$ cat src/rtl/simple_bus_pkg.sv
// simple_bus_pkg: shared command type, queued entry layout and service FSM states.
package simple_bus_pkg;
    typedef logic [3:0] cmd_t;
    localparam cmd_t CMD_NOP = 4'h0;
    typedef struct packed {
        cmd_t        cmd;
        logic [15:0] saddr;
        logic        done;
    } entry_t;
    typedef enum logic [1:0] {IDLE, WAIT, PRESENT} state_t;
endpackage

$ cat src/rtl/simple_bus_resp_fifo.sv
// simple_bus_resp_fifo: command queue with occupancy count and registered stall (high when full).
module simple_bus_resp_fifo
    import simple_bus_pkg::*;
#(
    parameter int DEPTH = 4
) (
    input  logic   clk,
    input  logic   rst,
    input  logic   push,
    input  logic   pop,
    input  entry_t wdata,
    output entry_t rdata,
    output logic   empty,
    output logic   stall
);
    localparam int AW = $clog2(DEPTH);
    entry_t mem [DEPTH];
    logic [AW-1:0] wptr, rptr;
    logic [AW:0] count, count_next;
    logic full, do_push, do_pop;
    assign full = count == (AW+1)'(DEPTH);
    assign empty = count == '0;
    assign do_push = push && !full;
    assign do_pop = pop && !empty;
    assign rdata = mem[rptr];
    assign count_next = count + (AW+1)'(do_push) - (AW+1)'(do_pop);
    always_ff @(posedge clk)
        if (do_push) mem[wptr] <= wdata;
    // stall is computed from the post-edge occupancy so it is exact on the cycle the FIFO fills
    always_ff @(posedge clk or posedge rst)
        if (rst) begin
            wptr  <= '0;
            rptr  <= '0;
            count <= '0;
            stall <= 1'b0;
        end else begin
            if (do_push) wptr <= wptr + 1'b1;
            if (do_pop) rptr <= rptr + 1'b1;
            count <= count_next;
            stall <= count_next == (AW+1)'(DEPTH);
        end
endmodule

$ cat src/rtl/simple_bus_responder.sv
// simple_bus_responder: queues initiator commands, services each for SVC_LAT cycles, presents to backend.
// Define SIMPLE_BUS_RESP_STATS_EN to add saturating acc_cnt/stall_cnt statistics outputs.
module simple_bus_responder
    import simple_bus_pkg::*;
#(
    parameter int DEPTH   = 4,
    parameter int SVC_LAT = 2
) (
    input  logic        clk,
    input  logic        rst,
    input  logic        en,
    input  logic [3:0]  cmd,
    input  logic [15:0] saddr,
    input  logic        done,
    output logic        stall,
    output logic        out_valid,
    input  logic        out_ready,
    output logic [3:0]  out_cmd,
    output logic [15:0] out_saddr,
    output logic        out_last
`ifdef SIMPLE_BUS_RESP_STATS_EN
    ,
    output logic [15:0] acc_cnt,
    output logic [15:0] stall_cnt
`endif
);
    state_t state, state_next;
    logic [3:0] svc_cnt, svc_next;
    logic push, pop, empty;
    entry_t head, hold;
    assign push = en && !stall && cmd != CMD_NOP;
    simple_bus_resp_fifo #(.DEPTH(DEPTH)) u_fifo (
        .clk(clk),
        .rst(rst),
        .push(push),
        .pop(pop),
        .wdata('{cmd: cmd, saddr: saddr, done: done}),
        .rdata(head),
        .empty(empty),
        .stall(stall)
    );
    always_comb begin
        state_next = state;
        svc_next = svc_cnt;
        pop = 1'b0;
        case (state)
            IDLE: if (!empty) begin
                pop = 1'b1;
                svc_next = 4'(SVC_LAT - 1);
                state_next = WAIT;
            end
            WAIT: if (svc_cnt == 4'd0) state_next = PRESENT;
                  else svc_next = svc_cnt - 1'b1;
            PRESENT: if (out_ready) state_next = IDLE;
            default: state_next = IDLE;
        endcase
    end
    assign out_valid = state == PRESENT;
    // out_* update only on entry to PRESENT so they hold the previous command through IDLE/WAIT
    always_ff @(posedge clk or posedge rst)
        if (rst) begin
            state     <= IDLE;
            svc_cnt   <= '0;
            hold      <= '0;
            out_cmd   <= '0;
            out_saddr <= '0;
            out_last  <= 1'b0;
        end else begin
            state   <= state_next;
            svc_cnt <= svc_next;
            if (pop) hold <= head;
            if (state == WAIT && state_next == PRESENT) {out_cmd, out_saddr, out_last} <= hold;
        end
`ifdef SIMPLE_BUS_RESP_STATS_EN
    always_ff @(posedge clk or posedge rst)
        if (rst) begin
            acc_cnt   <= '0;
            stall_cnt <= '0;
        end else begin
            if (push && acc_cnt != 16'hFFFF) acc_cnt <= acc_cnt + 1'b1;
            if (en && stall && stall_cnt != 16'hFFFF) stall_cnt <= stall_cnt + 1'b1;
        end
`endif
endmodule

$ cat config.mk
export PLATFORM = sky130hd
export DESIGN_NAME = simple_bus_responder
export DESIGN_NICKNAME = d
export VERILOG_FILES = /design/src/rtl/simple_bus_pkg.sv /design/src/rtl/simple_bus_resp_fifo.sv /design/src/rtl/simple_bus_responder.sv
export SDC_FILE = /design/constraint.sdc
export NUM_CORES = 1
export LEC_CHECK = 0
export BUFFER_PORTS_ARGS = -buffer_cell sky130_fd_sc_hd__buf_2
export CAP_MARGIN = 20
export CORE_ASPECT_RATIO = 1.25
export CORE_MARGIN = 1.5
export CORE_UTILIZATION = 50
export DETAILED_ROUTE_END_ITERATION = 6
export GPL_TIMING_DRIVEN = 0
export MAX_ROUTING_LAYER = met4
export PLACE_DENSITY = 0.7
export SYNTH_ARGS = -nofsm -noshare
export SYNTH_HDL_FRONTEND = slang
export SYNTH_SLANG_ARGS = --single-unit
$ cat constraint.sdc
create_clock -name clk -period 6.2 [get_ports clk]
set_input_delay 1.24 -clock clk [delete_from_list [all_inputs] [get_ports clk]]
set_output_delay 1.24 -clock clk [all_outputs]
set_load 0.005 [all_outputs]
==> flow_summary.json <==
{
  "outcome": "complete, no violations",
  "post_cts_buffers": 0,
  "via_per_inst": 5.28,
  "finalClockSkew_ns": 0.00927,
  "post-synth-top-count-cell": "edfxtp_1",
  "die_area_sq_mm": 0.0117,
  "cts_tree": "built",
  "cp-start-kind": "flip-flop",
  "multiInputGateArea_sq_mm": 0.00145,
  "arrival_ns": 3.28,
  "drive_gt1_frac": 0.401,
  "die_w_um": 97.0,
  "rows": 42,
  "yosysUniqueCellTypes": 35,
  "gp_congestion": 0.719,
  "hold_class": "flip-flop to flip-flop",
  "cts.clk_slew.worst_paths_ns": 0.06,
  "p_leak_uw": 0.00264,
  "setup.worst_path.end_class": "flip-flop",
  "grt_antenna_before_repair": 0,
  "via_count": 2557,
  "avgSynthCellArea_sq_um": 20.4,
  "use_met1": 0.197,
  "synth_flop_cell": "edfxtp_1",
  "maxCapViolCount": 0,
  "place_inst": 453,
  "grt_pass1_wl_mm": 14.3,
  "grt_pass1_vias": 2775,
  "yosys-top-cells-area": "edfxtp_1 (46%), dfrtp_1 (25%), mux4_1 (6.2%)",
  "cts_buffers": 17,
  "finalSetupTns_ns": 0,
  "grt_max_degree": 42,
  "min_period_ns": 2.95,
  "powerDensity_mw_per_mm2": 523,
  "dr.pass1.iters": 4,
  "syn_area_sq_mm": 0.00552,
  "ys_seq_area_frac": 0.710,
  "netlist_instances": 271,
  "cts_root_buffer": "clkbuf_16",
  "area_delta_synth_final_pct": 17.9,
  "clk_latency_ns": 0.41,
  "criticalPathCategory": "flip-flop to flip-flop",
  "ant_nets": 0,
  "cts_sinks": 140,
  "vdd_drop_max_v": 0.000284,
  "drv_slew": 0,
  "met3_usage": 0.0538,
  "clockBufferDepth": 2,
  "post-route-period-util": 0.476,
  "port-buffer-count": 47,
  "drc": 0,
  "grt_remaining_overflow": 0,
  "yosysTopAreaCell": "edfxtp_1",
  "nets": 374,
  "wire_per_inst_um": 18.0,
  "required_ns": 6.52,
  "synth-edff-count": 84,
  "ys_ff_latch": 140,
  "num_io_pins": 48,
  "fill_cells": 779,
  "rsz0062_at_grt": "no",
  "synth_top_area_frac": 0.457,
  "stdcell_count": 484,
  "gr-max-usage-layer": "met2",
  "syn_nets": 305,
  "final_util": 0.610,
  "final-setup-viol-count": 0,
  "async_reset_ff_frac": 0.400,
  "n_antenna_cell": 0,
  "slew_headroom": 0.286,
  "max_slew.worst_pin.slew_ns": 1.07,
  "die_height_um": 121,
  "gr-usage-met2": 0.271,
  "cts_hold_buf": 0,
  "drt_iter0_drc": 141,
  "track_usage": 0.169,
  "yosys-top-cells-count": "edfxtp_1 (84), dfrtp_1 (56), mux2_2 (26), mux2_4 (18), mux4_1 (13)",
  "hold_viol": 0,
  "core-area_sq_mm": 0.0107,
  "yosysWarnings": 0,
  "hpwl_mm": 5.77,
  "routed_wl_mm": 8.73,
  "fmax_mhz": 339,
  "crit_fanout": 10,
  "regArea_sq_mm": 0.00392,
  "h-tree-depth": 4,
  "post_cts_resized": 0,
  "initial_core_util": 0.518
}
## power by group
part	internal, uW	total (uW)	switching [uW]
logic	642	1110	466
registers	1300	1430	130
clock network	525	867	341
total	2470	3410	937
## sequential cells by signal, indices dropped and copies added (netlist names), 3 cells and up
| signal | count |
|---|---|
| u_fifo.mem | 84 |
| out_saddr | 16 |
| hold | 21 |
| u_fifo.count | 3 |
| svc_cnt | 4 |
| out_cmd | 4 |
## worst paths after layout
| path | from | to | slack [ns] | cells after the start |
|---|---|---|---|---|
| max | u_fifo.count[2] | u_fifo.stall | 3.25 | 11 |
| min | out_saddr[6] | out_saddr[6] | 0.50 | 1 |
| max reg2reg | u_fifo.count[2] | u_fifo.stall | 3.25 | 11 |
| min reg2reg | out_saddr[6] | out_saddr[6] | 0.50 | 1 |
| max in group asynchronous | rst | out_saddr[15] | 4.87 | 3 |
| min in group asynchronous | rst | hold[7] | 0.80 | 2 |
## through the flow
step,cell area (sq um),setup slack (ns),power (uW),hold WS (ns)
3_5_place_dp,6000,2.87,2570,0.489
6_report,6510,3.25,3410,0.495
5_1_grt,6510,3.01,3600,0.520
2_1_floorplan,5520,3.49,2260,0.475
3_3_place_gp,5920,2.83,2500,0.484
4_1_cts,6510,3.24,3450,0.501
## layout make-up
| class | count | share of cell area |
|---|---|---|
| clock inverters | 8 | 0.00692 |
| flip-flops and latches | 140 | 0.602 |
| multi-input cells | 109 | 0.223 |
| clock buffers | 23 | 0.0719 |
| well taps | 132 | 0.0254 |
| plain buffers | 10 | 0.0158 |
| inverters | 12 | 0.00692 |
| repair buffers | 50 | 0.0476 |
## layer usage
metal / share of wire / vias to the layer above
li1: - / 1192
met5: 0 / -
met2: 0.52 / 55
met4: 0.015 / 0
met1: 0.42 / 1297
met3: 0.047 / 13
## kinds of logic (layout without fill, tap and decap cells)
group | after synthesis | in the layout | synth area share
xor+xnor | 5 | 5 | 0.00793
flops | 140 | 140 | 0.710
simple gates | 21 | 21 | 0.0242
fa+ha+maj | 9 | 9 | 0.0217
buf+inv | 22 | 103 | 0.0267
mux | 66 | 66 | 0.198
compound gates | 8 | 8 | 0.0109
## critical path: stages, from the launching register on
cell and delay [ns]:
dfrtp_1 0.41, nor3_1 0.62, or2_1 0.20, buf_6 0.13, buf_12 0.15, inv_1 0.06, ha_1 0.28, inv_1 0.04
ha_1 0.18, fa_1 0.38, xnor2_1 0.20, nor3b_1 0.20
## layout by cell type (no fill, tap or decap), drive strengths merged, types with 3 or more instances in the layout
cell type  count
edfxtp        84
clkinv         7
clkbuf        25
inv           13
ha             8
dfrtp         56
o21ai          3
and2           4
mux2          44
nor3b          3
buf           58
mux4          21
xnor2          3
No activity file was read; power rests on OpenSTA's default activity.
